## src/rtl/io_uart_tx64.sv

```systemverilog
// Memory-mapped output port to UART bridge: buffers 64-bit CPU stores in a FIFO and sends each as 8 byte frames, LSB byte first.
// Optional even-parity bit per byte when IO_UART_PARITY_EN is defined (8E1 instead of 8N1).
module io_uart_tx64 #(
  parameter int CLKS_PER_BIT = 16,
  parameter int FIFO_DEPTH   = 4
) (
  input  logic                          clk,
  input  logic                          rst,
  input  logic                          io_write,
  input  logic [63:0]                   io_data,
  output logic                          tx,
  output logic                          busy,
  output logic                          fifo_full,
  output logic                          overflow,
  output logic [$clog2(FIFO_DEPTH):0]   fifo_level
);

  localparam int PW = $clog2(FIFO_DEPTH);
  localparam int LW = PW + 1;
  localparam int CW = (CLKS_PER_BIT > 1) ? $clog2(CLKS_PER_BIT) : 1;
  localparam logic [LW-1:0] DEPTH_L  = LW'(FIFO_DEPTH);
  localparam logic [CW-1:0] CNT_LAST = CW'(CLKS_PER_BIT - 1);

  typedef enum logic [2:0] {
    S_IDLE,
    S_START,
    S_DATA,
    S_PARITY,
    S_STOP
  } state_t;

`ifdef IO_UART_PARITY_EN
  function automatic logic even_parity(input logic [7:0] b);
    return ^b;
  endfunction
`endif

  logic [63:0]   r_mem [FIFO_DEPTH];
  logic [PW-1:0] r_wr_ptr;
  logic [PW-1:0] r_rd_ptr;
  logic [LW-1:0] r_level;
  logic          r_overflow;

  state_t        r_state;
  logic [CW-1:0] r_cnt;
  logic [2:0]    r_bit_idx;
  logic [2:0]    r_byte_idx;
  logic [63:0]   r_shift;
  logic          r_tx;

  logic          w_push;
  logic          w_pop;
  logic          w_bit_end;
  logic [2:0]    w_next_bit;

  // Acceptance uses pre-edge occupancy, so a same-cycle pop never rescues a full-FIFO write.
  assign w_push     = io_write && (r_level != DEPTH_L);
  assign w_pop      = (r_state == S_IDLE) && (r_level != '0);
  assign w_bit_end  = (r_cnt == CNT_LAST);
  assign w_next_bit = r_bit_idx + 3'd1;

  always_ff @(posedge clk) begin
    if (w_push) begin
      r_mem[r_wr_ptr] <= io_data;
    end
  end

  always_ff @(posedge clk) begin
    if (rst) begin
      r_wr_ptr   <= '0;
      r_rd_ptr   <= '0;
      r_level    <= '0;
      r_overflow <= 1'b0;
    end else begin
      if (w_push) begin
        r_wr_ptr <= r_wr_ptr + PW'(1);
      end
      if (w_pop) begin
        r_rd_ptr <= r_rd_ptr + PW'(1);
      end
      if (w_push && !w_pop) begin
        r_level <= r_level + LW'(1);
      end else if (!w_push && w_pop) begin
        r_level <= r_level - LW'(1);
      end
      if (io_write && !w_push) begin
        r_overflow <= 1'b1;
      end
    end
  end

  // Serializer: r_tx is registered and updated on the same edge as each state change.
  always_ff @(posedge clk) begin
    if (rst) begin
      r_state    <= S_IDLE;
      r_cnt      <= '0;
      r_bit_idx  <= '0;
      r_byte_idx <= '0;
      r_tx       <= 1'b1;
    end else begin
      if (r_state == S_IDLE || w_bit_end) begin
        r_cnt <= '0;
      end else begin
        r_cnt <= r_cnt + CW'(1);
      end

      case (r_state)
        S_IDLE: begin
          r_tx <= 1'b1;
          if (w_pop) begin
            r_shift    <= r_mem[r_rd_ptr];
            r_byte_idx <= '0;
            r_tx       <= 1'b0;
            r_state    <= S_START;
          end
        end

        S_START: begin
          if (w_bit_end) begin
            r_bit_idx <= '0;
            r_tx      <= r_shift[0];
            r_state   <= S_DATA;
          end
        end

        S_DATA: begin
          if (w_bit_end) begin
            if (r_bit_idx == 3'd7) begin
`ifdef IO_UART_PARITY_EN
              r_tx    <= even_parity(r_shift[7:0]);
              r_state <= S_PARITY;
`else
              r_tx    <= 1'b1;
              r_state <= S_STOP;
`endif
            end else begin
              r_bit_idx <= w_next_bit;
              r_tx      <= r_shift[w_next_bit];
            end
          end
        end

`ifdef IO_UART_PARITY_EN
        S_PARITY: begin
          if (w_bit_end) begin
            r_tx    <= 1'b1;
            r_state <= S_STOP;
          end
        end
`endif

        S_STOP: begin
          if (w_bit_end) begin
            if (r_byte_idx != 3'd7) begin
              r_byte_idx <= r_byte_idx + 3'd1;
              r_shift    <= r_shift >> 8;
              r_tx       <= 1'b0;
              r_state    <= S_START;
            end else begin
              r_tx    <= 1'b1;
              r_state <= S_IDLE;
            end
          end
        end

        default: begin
          r_tx    <= 1'b1;
          r_state <= S_IDLE;
        end
      endcase
    end
  end

  assign tx         = r_tx;
  assign busy       = (r_state != S_IDLE) || (r_level != '0);
  assign fifo_full  = (r_level == DEPTH_L);
  assign overflow   = r_overflow;
  assign fifo_level = r_level;

endmodule

```

## config.mk

```make
export PLATFORM = sky130hd
export DESIGN_NAME = io_uart_tx64
export DESIGN_NICKNAME = d
export VERILOG_FILES = /design/src/rtl/io_uart_tx64.sv
export SDC_FILE = /design/constraint.sdc
export NUM_CORES = 1
export LEC_CHECK = 0
export CAP_MARGIN = 10
export CORE_MARGIN = 3
export CORE_UTILIZATION = 35
export CTS_CLUSTER_DIAMETER = 200
export CTS_CLUSTER_SIZE = 40
export DETAILED_ROUTE_END_ITERATION = 8
export DONT_BUFFER_PORTS = 1
export SETUP_SLACK_MARGIN = 0.5
export SKIP_CTS_REPAIR_TIMING = 1
export SLEW_MARGIN = 40
export SYNTH_ARGS = -nofsm -noshare
export SYNTH_HDL_FRONTEND = slang
export SYNTH_SLANG_ARGS = --single-unit
```

## constraint.sdc

```tcl
create_clock -name clk -period 4.15 [get_ports clk]
set_input_delay 0.2075 -clock clk [delete_from_list [all_inputs] [get_ports clk]]
set_output_delay 0.2075 -clock clk [all_outputs]
set_load 0.01 [all_outputs]
```

* Word level (Yosys, flattened, before mapping) *
Memory sizes are Yosys's and may differ from the RTL's. A register that Yosys moved wholly into a read port is not among the register bits.
Cells that the tools add are included.

word-level totals
  register bits = 86
  bits in latches = 0
  memory bits (writable) = 256
  ROM bits = 0
  input bits = 67
  output and inout bits = 7
  logic and storage cells = 90
  memories kept = 1

cells by class
  add/sub/neg operators = 7
  multiply operators = 0
  div/mod/pow operators = 0
  $lt $le $gt $ge = 1
  equal/unequal tests = 15
  shifts and indexed selects = 0
  muxes and demuxes = 34
  bitwise gates (word level) = 1
  reduce and logical (&&, ||, !) cells = 21

memories
  name   depth  width  read ports  clocked after Yosys merged registers in  write ports  RTL line  text
  r_mem  4      64     1           1                                        1            38        logic [63:0] r_mem [FIFO_DEPTH];

operators by type and width
  cell                 count
  $mux 64              3
  $pmux 64 s2          1
  $mux 3               13
  $ne 2x2->1 const B   7
  $pmux 3 s2           2
  $pmux 3 s4           1
  $mux 1               10
  $reduce_and 5->1     2
  $add 3x1->3 const B  3
  $eq 3x3->1 const B   3
  $reduce_and 4->1     2
  $lt 3x7->1 const B   1
  $ne 3x3->1 const B   2
  $reduce_bool 2->1    3
  $reduce_bool 3->1    2
  $logic_and 1x1->1    5
  $add 2x1->2 const B  2
  $add 4x1->4 const B  1
  $eq 4x4->1 const B   1
  $mux 2               2
  $pmux 1 s4           1
  $bmux 1 s3           1
  $eq 3x1->1 const B   1
  $eq 3x2->1 const B   1
  other kinds (7)      9

* Logic depth before layout (Yosys ltp) *
Gate-level depths: netlist of the first run.

  depth in word-level cells = 6
  gate-level depth with buffers = 9
  mapped depth without buffers = 8

* Least setup slack after synthesis of the first run *
OpenSTA, ideal clock, no wires.

  path kind = register -> register
  start = register r_cnt[0]
  end = register r_shift[0], enable pin
  library setup time = 486 ps
  data arrival time = 3994 ps
  data required time = 3664 ps
  slack = -330 ps
  stages on the path, launching flop included = 6
  path buffers = 0
  clock period less this slack = 4480 ps
  path through = dfxtp_1 > ha_1 > nand3_1 > o21a_1 > or2_2 > nor2_1

between the ends
  longest elaborated chain between the ends = 3

ends and longest elaborated chain
  what                               RTL line  text
  start, declared                    45        logic [CW-1:0] r_cnt;
  start signal, assigned             104       r_cnt <= r_cnt + CW'(1);
  $eq 4x4->1                         59        assign w_bit_end = (r_cnt == CNT_LAST);
  $ne 2x2->1 (no source line)        -
  $reduce_and 5->1 (no source line)  -
  end signal, assigned               111       r_shift <= r_mem[r_rd_ptr];
  end signal, assigned               156       r_shift <= r_shift >> 8;
  end, declared                      48        logic [63:0] r_shift;

Every way passes these cells.
A chain may end at the register's enable or synchronous reset.

* Worst setup path in the final report of the first run *
  start = register r_cnt[0]
  end = register r_shift[13], enable pin

The elaborated chain is that of the path after synthesis.

==> results of run 1 <==
-- state kept, by name, summed over array words and instances (netlist names), named ones only --
signal,count
r_mem,256
r_shift,64
r_cnt,4
fifo_level,3
r_bit_idx,3
r_byte_idx,3
r_state,3
r_rd_ptr,2
r_wr_ptr,2
overflow,1
tx,1
-- where the power goes --
part / total, uW / switching (uW) / internal [uW]
Clock: 1500 / 946 / 556
Sequential: 4600 / 211 / 4390
Combinational: 1570 / 722 / 846
Total: 7670 / 1880 / 5790
-- metal layers --
metal | global-route usage, % | up-vias
met5 | 0 | -
met4 | 1.76 | 4
met3 | 3.93 | 26
met2 | 21.0 | 79
met1 | 14.0 | 3028
li1 | - | 2586
-- cells in the mapped netlist (5+ instances only) --
cell / instances
a21oi_1: 6
and2_1: 8
buf_2: 12
clkbuf_1: 9
dfxtp_1: 24
edfxtp_1: 320
ha_1: 10
mux2_2: 57
mux2i_1: 5
mux4_2: 66
nor2_1: 21
nor2b_1: 9
o21ai_0: 7
xor2_1: 6
-- cells by family after synthesis --
| family | synth area share (%) |
|---|---|
| AO/OA/AOI/OAI | 1.10 |
| flip-flops | 76.9 |
| adder cells (fa/ha/maj) | 1.11 |
| multiplexers | 16.6 |
| buffers and inverters | 1.18 |
| AND/OR/NAND/NOR | 2.53 |
| XOR/XNOR | 0.534 |
-- stage by stage --
step                instances  power, uW  hold slack (ns)  util (%)
global placement         1051       6070            0.281      37.1
finish                   1146       7670            0.159      40.5
CTS                      1078       7710           -0.269      38.7
global route             1146       8070            0.172      40.5
detailed placement       1062       6210            0.280      37.8
floorplan                 606       5760            0.306         -
-- final cells by class --
| type | count | area [um2] | share of cell area, % |
|---|---|---|---|
| Sequential cell | 344 | 10100 | 67.8 |
| Multi-Input combinational cell | 231 | 2890 | 19.4 |
| Timing Repair Buffer | 81 | 966 | 6.48 |
| Tap cell | 468 | 586 | 3.93 |
| Clock buffer | 14 | 308 | 2.07 |
| Clock inverter | 2 | 32.5 | 0.218 |
| Inverter | 4 | 15.0 | 0.101 |
| Antenna cell | 2 | 5.00 | 0.0336 |
-- final timing paths --
| kind | end | slack [ns] | cells after the start |
|---|---|---|---|
| max | r_shift[13] | 1.36 | 6 |
| max reg2reg | r_shift[13] | 1.36 | 6 |
| min | r_wr_ptr[0] | 0.16 | 3 |
| min reg2reg | r_cnt[0] | 0.48 | 1 |
-- worst max-delay path, delay by kind of cell (launching register included) --
family                     cells  cell delay [ns]
AOI/OAI and AO/OA              1             0.32
and+or+nand+nor                3             1.16
adders and majority gates      1             0.23
DFF                            1             0.39
buffers and inverters          1             0.34
==> results.yml, run 1 <==
placed_design:
  buffer_ports.inserted: 0
  gpl.final_weighted_congestion: 0.685
  detailedPlace.worstSlack_ns: 1.38
  place.detailed.hpwl_um: 15300
  placed_cell_area_um2: 13900
sta:
  hold_violations: 0
  finalSetupTns_ns: 0
  rsz0062_at_grt: "no"
  normalized_max_slew_margin_pct: 36.3
  setup_viol: 0
  drv_slew: 0
  period_share_pct: 67.2
  max_slew.worst_pin.slew_ns: 0.952
  min_period_ns: 2.79
  timing.fmax_mhz: 359
  final.setup_skew_ns: 0.0213
  final.setup.worst_slack_ns: 1.36
cells_and_area:
  fillers: 3255
  postLayoutCellArea_um2: 14900
  final_layout_size_suffix_gt1_share_pct: 24.3
  area_growth_pct: 13.6
  most_common_cell_after_layout_fill_and_taps_aside: "edfxtp_1"
  final_cell_mix: "320 x edfxtp_1, 66 x mux4_2, 66 x dlygate4sd3_1"
  design.final.nets: 752
power:
  power.density_nw_per_um2: 515
  power_leakage_uw: 0.00459
  worst_ir_drop_vdd_mv: 0.285
floorplanning:
  floorplan.die.height_um: 200
  initial_core_util_pct: 35.6
  fp.dieArea_um2: 39800
  die_w_um: 200
  core_area_um2: 36800
  placement_rows: 70
  ios: 74
clock_network:
  cts_num_sinks: 344
  cts_made_buffers: 12
  cts_tree: "yes"
  cts.path.max_buffers: 3
  htree_num_levels: 1
  root_driver: "clkbuf_16"
  cts.reportedPaths.clkPinSlew_ns: 0.14
  insertion_delay_ns: 0.52
yosys:
  synth_largest_type_area_fraction_pct: 73.3
  synth.distinct_cells: 39
  ys_warn_count: 0
  mappedNetlistArea_um2: 13100
  synth_enable_flop_cells: 320
  async_flop_share_pct: 0
  post_synth.cell_area_avg_um2: 21.6
  ys_seq_area_share_pct: 76.9
  synthTopCellsByArea: "edfxtp_1 73%, mux4_2 11%, mux2_2 4.9%"
  synth_register_bits: 344
  postSynthNetCount: 684
  netlist_instances: 606
  ys.flop_type: "edfxtp_1"
  synthDominantAreaCellType: "edfxtp_1"
global_route:
  grt_util_all_layers_pct: 11.7
  grt_max_degree: 44
  first_global_vias: 6053
  grt_pass1_wl_um: 35900
  globalRoute.totalOverflow: 0
  antenna_found_initial: 5
setup_path:
  setup.worst_path.end_class: "flip-flop"
  critPathMaxStageDelay_ns: 0.53
  worst-path-max-fanout: 43
  timing.critical_path.cells: "ha_1, nand3_1, o21a_1, or2_2, nor2_4, buf_12"
  timing.critical_path.slowest_stage_cell: "nor2_4"
  cp_required_ns: 4.34
  critPathKind: "reg -> reg"
  cp-startpoint: "r_cnt[0]"
  worstReg2RegStart: "r_cnt[0]"
  worst-endpoint-arrival_ns: 2.98
  setup.worst_path.start_class: "flip-flop"
routing:
  route.met3.wl_um: 687
  dr.pass1.iters: 4
  viasPerCell: 4.99
  antenna_left: 0
  wirelength_met1_um: 9880
  highest_layer: "met5"
  wire_per_inst_um: 20.0
  met2_length_um: 12100
  drc: 0
  routed_wl_um: 23000
  dr_total_vias: 5723
  drtIter0Drc: 357
min_path:
  timing.hold.worst.start: "io_write"
  hold_path_class: "in -> reg"
flow_run:
  max_cap_viol_count: 0
outcome:
  outcome: "finished clean"
No activity file was read; power rests on OpenSTA's default activity.
==> run 2: changes to the inputs <==
==> constraint.sdc (replaced) <==
create_clock -name clk -period 2.5 [get_ports clk]
set_input_delay 0.125 -clock clk [delete_from_list [all_inputs] [get_ports clk]]
set_output_delay 0.125 -clock clk [all_outputs]
set_load 0.01 [all_outputs]
==> run 2 against run 1 <==
Compared with the run above: the run now ends with hold timing left; global-route usage down 0.21 points; die area unchanged; non-clock buffer count grew 36; clock power grew 71%; final area increased by 3.3%; worst setup slack worse by 0.92 ns; critical endpoint is now fifo_level[2]; first-iteration DRC count up 0.56%; largest cell class unchanged.
==> results.yml, run 2 (same netlist as run 1, synthesis figures left out) <==
outcome:
  outcome: "finished with violations"
  violations: "hold timing"
cells_and_area:
  final_cell_mix: "320 x edfxtp_1, 71 x dlygate4sd3_1, 66 x mux4_2"
  ff_latch_area_um2: 10100
  top_register: "r_mem"
  largestRegisters: "r_mem: 256 flops, r_shift: 64 flops, r_cnt: 4 flops"
  largest_register_ffs: 256
  area_growth_pct: 17.4
  final_layout_size_suffix_gt1_share_pct: 30.1
  multi_input_area_um2: 2990
  most_common_cell_after_layout_fill_and_taps_aside: "edfxtp_1"
  post_layout_nonfiller_instances: 1186
  fillers: 3161
  design.final.nets: 789
setup_path:
  worstReg2RegStart: "fifo_level[0]"
  r2r-end: "fifo_level[2]"
  timing.critical_path.slowest_stage_cell: "or3_4"
  cp_required_ns: 2.96
  cp-startpoint: "fifo_level[0]"
  timing.critical_path.cells: "or3_4, nand2_4, ha_4, inv_1, fa_2, xor2_1, or3_1, a21oi_1"
  setup.worst_path.end_class: "flip-flop"
  critPathKind: "reg -> reg"
  critPathMaxStageDelay_ns: 0.43
  worst-path-max-fanout: 5
  setup.worst_path.start_class: "flip-flop"
  ff2ff_path_depth: 8
  worst-endpoint-arrival_ns: 2.52
  setup.reg_to_reg.worst_slack_ns: 0.44
sta:
  hold_violations: 15
  period_share_pct: 82.4
  finalSetupTns_ns: 0
  rsz0062_at_grt: "yes"
  final.setup_skew_ns: 0.0320
  timing.fmax_mhz: 485
  setup_viol: 0
  drv_slew: 0
  min_period_ns: 2.06
  normalized_max_slew_margin_pct: 72.7
  max_slew.worst_pin.slew_ns: 0.405
  worst_hold_slack_ns: -0.340
clock_network:
  cts.reportedPaths.clkPinSlew_ns: 0.14
  cts.path.max_buffers: 3
  cts_made_buffers: 12
  cts_tree: "yes"
  insertion_delay_ns: 0.51
  root_driver: "clkbuf_16"
  cts_num_sinks: 344
  htree_num_levels: 1
routing:
  viasPerCell: 4.98
  dr.pass1.iters: 4
  routed_wl_um: 24100
  highest_layer: "met4"
  antenna_left: 0
  dr_total_vias: 5907
  route.met3.wl_um: 912
  drtIter0Drc: 359
  wire_per_inst_um: 20.3
  met2_length_um: 12500
  drc: 0
  wirelength_met1_um: 10400
floorplanning:
  floorplan.die.height_um: 200
  ios: 74
  core_area_um2: 36800
  initial_core_util_pct: 35.6
  fp.dieArea_um2: 39800
  die_w_um: 200
  placement_rows: 70
power:
  power.density_nw_per_um2: 856
  power_leakage_uw: 0.00482
  worst_ir_drop_vdd_mv: 0.503
global_route:
  grt_pass1_wl_um: 34900
  first_global_vias: 5872
  antenna_found_initial: 4
  grt_max_degree: 65
  globalRoute.totalOverflow: 0
  grt_util_all_layers_pct: 11.5
min_path:
  hold_path_class: "in -> reg"
  timing.hold.worst.start: "rst"
  min_delay_worst_endpoint: "r_byte_idx[0]"
  min_delay_path_depth: 1
placed_design:
  buffer_ports.inserted: 0
  gpl.final_weighted_congestion: 0.681
  place.detailed.hpwl_um: 14100
  post-place-cells: 1065
flow_run:
  max_cap_viol_count: 0
==> run 2: layout make-up <==
type	count	area share, %
Antenna cell	3	0.0488
Clock buffer	17	2.21
Clock inverter	1	0.106
Inverter	4	0.0976
Multi-Input combinational cell	232	19.4
Sequential cell	344	65.7
Tap cell	468	3.80
Timing Repair Buffer	117	8.64
==> run 2: critical path, delay by kind of cell, from the launching register on <==
| kind | cells | cell delay, ns |
|---|---|---|
| compound gates | 1 | 0.12 |
| xor+xnor | 1 | 0.15 |
| fa+ha+maj | 2 | 0.45 |
| simple gates | 3 | 0.82 |
| buf+inv | 1 | 0.05 |
| flops | 1 | 0.41 |
==> run 2: worst max path at each step <==
stage / end / slack [ns] / cells after the start
5_1_grt: fifo_level[2] / 0.38 / 8
3_3_place_gp: fifo_level[2] / 0.44 / 8
6_report: fifo_level[2] / 0.44 / 8
3_5_place_dp: fifo_level[2] / 0.34 / 8
4_1_cts: fifo_level[2] / 0.30 / 8
2_1_floorplan: r_shift[0] / 0.07 / 5
==> run 2: through the flow <==
step / instance area, um2 / util [%] / setup slack (ns) / total power, uW
finish: 15400 / 41.8 / 0.439 / 13200
global route: 15400 / 41.8 / 0.377 / 13800
detailed placement: 14000 / 38.0 / 0.344 / 10400
floorplan: 13200 / - / 0.0680 / 9610
CTS: 14400 / 39.0 / 0.299 / 12900
global placement: 14000 / 38.0 / 0.441 / 10300
==> run 2: power breakdown <==
group | internal [uW] | switching [uW]
combinational | 1670 | 1370
sequential | 7280 | 286
clock | 988 | 1570
==> run 2: layer usage <==
| layer | track usage (%) | vias up |
|---|---|---|
| met3 | 3.39 | 24 |
| met2 | 20.4 | 110 |
| met5 | 0 | - |
| li1 | - | 2665 |
| met1 | 14.2 | 3108 |
| met4 | 2.04 | 0 |
==> run 3: changes to the inputs <==
==> constraint.sdc (replaced) <==
create_clock -name clk -period 1.9 [get_ports clk]
set_input_delay 0.095 -clock clk [delete_from_list [all_inputs] [get_ports clk]]
set_output_delay 0.095 -clock clk [all_outputs]
set_load 0.01 [all_outputs]
==> run 3 against run 2 <==
Compared with the run above: the flow finishes with violations (hold timing, setup timing); global-route usage rose by 0.088 points; largest power group unchanged; non-clock buffer count rose by 24; combinational power increased by 61%; via count increased by 1.6%; critical endpoint unchanged; utilization up 1.8 points; clock power grew 33%; largest cell class unchanged.
==> results.yml, run 3 (same netlist as run 1, synthesis figures left out) <==
outcome:
  outcome: "finished with violations"
  violations: "hold timing, setup timing"
clock_network:
  root_driver: "clkbuf_16"
  insertion_delay_ns: 0.51
  htree_num_levels: 1
  cts.path.max_buffers: 3
  cts_made_buffers: 12
  cts_num_sinks: 344
  cts_tree: "yes"
  cts.reportedPaths.clkPinSlew_ns: 0.15
setup_path:
  ff2ff_path_depth: 8
  cp_required_ns: 2.36
  setup.worst_path.end_class: "flip-flop"
  worstReg2RegStart: "fifo_level[0]"
  critPathMaxStageDelay_ns: 0.40
  setup.reg_to_reg.worst_slack_ns: -0.12
  worst-endpoint-arrival_ns: 2.48
  critPathKind: "reg -> reg"
  setup.worst_path.start_class: "flip-flop"
  timing.critical_path.slowest_stage_cell: "or3_4"
  timing.critical_path.cells: "or3_4, nand2_4, ha_4, inv_2, fa_2, xor2_1, or3_1, a21oi_2"
  r2r-end: "fifo_level[2]"
  worst-path-max-fanout: 2
cells_and_area:
  fillers: 3107
  largestRegisters: "r_mem: 256 flops, r_shift: 64 flops, r_cnt: 4 flops"
  most_common_cell_after_layout_fill_and_taps_aside: "edfxtp_1"
  design.final.nets: 813
  util_after_layout_pct: 43.6
  ff_latch_area_um2: 10100
  final_layout_size_suffix_gt1_share_pct: 34.1
  final_cell_mix: "320 x edfxtp_1, 66 x mux4_2, 64 x dlygate4sd3_1"
  top_register: "r_mem"
  largest_register_ffs: 256
  postLayoutCellArea_um2: 16100
  area_growth_pct: 22.4
  multi_input_area_um2: 3050
sta:
  setup_viol: 30
  normalized_max_slew_margin_pct: 78.0
  timing.fmax_mhz: 496
  max_slew.worst_pin.slew_ns: 0.329
  period_share_pct: 106
  hold_violations: 24
  drv_slew: 0
  rsz0062_at_grt: "yes"
  final.setup_skew_ns: 0.0341
  min_period_ns: 2.02
  final.setup.worst_slack_ns: -0.117
  worst_hold_slack_ns: -0.388
power:
  post-layout-total-power_uw: 18200
  worst_ir_drop_vdd_mv: 0.705
  power_leakage_uw: 0.00508
  power.density_nw_per_um2: 1140
min_path:
  hold_path_class: "in -> reg"
  min_delay_worst_endpoint: "fifo_level[2]"
  timing.hold.worst.start: "rst"
  min_delay_path_depth: 1
placed_design:
  detailedPlace.worstSlack_ns: -0.0998
  gpl.final_weighted_congestion: 0.717
  placed_cell_area_um2: 14200
  place.detailed.hpwl_um: 14500
  buffer_ports.inserted: 0
floorplanning:
  ios: 74
  placement_rows: 70
  fp.dieArea_um2: 39800
  initial_core_util_pct: 35.6
  core_area_um2: 36800
  floorplan.die.height_um: 200
  die_w_um: 200
routing:
  wire_per_inst_um: 21.5
  antenna_left: 0
  dr_total_vias: 5999
  dr.pass1.iters: 6
  viasPerCell: 4.95
  drc: 0
  routed_wl_um: 26000
  drtIter0Drc: 345
global_route:
  grt_pass1_wl_um: 35200
  globalRoute.totalOverflow: 0
  first_global_vias: 5940
  grt_util_all_layers_pct: 11.6
  antenna_found_initial: 6
  grt_max_degree: 42
flow_run:
  max_cap_viol_count: 0
[run 3: metal layers]
layer / up-vias / track usage (%) / part of all wire (%)
li1: 2717 / - / -
met1: 3130 / 14.1 / 43
met2: 121 / 20.6 / 51
met3: 25 / 3.79 / 5.3
met4: 6 / 1.86 / 1.1
met5: - / 0 / 0.11
[run 3: layout make-up]
type                            count  area share (%)
Inverter                            4          0.0935
Tap cell                          468            3.65
Timing Repair Buffer              141            11.9
Multi-Input combinational cell    232            19.0
Antenna cell                        3          0.0468
Sequential cell                   344            63.0
Clock buffer                       19            2.17
Clock inverter                      1           0.101
[run 3: critical path, delay by kind of cell (launching register included)]
family | cells | cell delay (ns)
AOI/OAI and AO/OA | 1 | 0.12
DFF | 1 | 0.37
buffers and inverters | 1 | 0.03
and+or+nand+nor | 3 | 0.81
adders and majority gates | 2 | 0.46
xor gates and xnor gates | 1 | 0.16
[run 3: worst max-delay path by stage]
stage	start	endpoint	slack (ns)	cells past startpoint
3_5_place_dp	fifo_level[0]	fifo_level[2]	-0.1	9
6_report	fifo_level[0]	fifo_level[2]	-0.12	8
2_1_floorplan	r_cnt[1]	r_shift[0]	-0.53	5
4_1_cts	fifo_level[0]	fifo_level[2]	-0.14	9
3_3_place_gp	fifo_level[0]	fifo_level[2]	-0.004	8
5_1_grt	fifo_level[0]	fifo_level[2]	-0.18	8
[run 3: metrics by stage]
stage          setup TNS (ns)  cells
4_1_cts                 -1.49   1104
2_1_floorplan          -34.10    606
3_5_place_dp          -0.0998   1084
3_3_place_gp         -0.00394   1084
5_1_grt                 -2.62   1212
6_report               -0.827   1212
[run 3: power by group]
group / internal [uW] / total [uW] / switching, uW / leakage (uW)
Combinational: 2770 / 4900 / 2130 / 0.00177
Clock: 1320 / 3400 / 2080 / 0.000175
Sequential: 9580 / 9920 / 339 / 0.00314
Total: 13700 / 18200 / 4550 / 0.00508
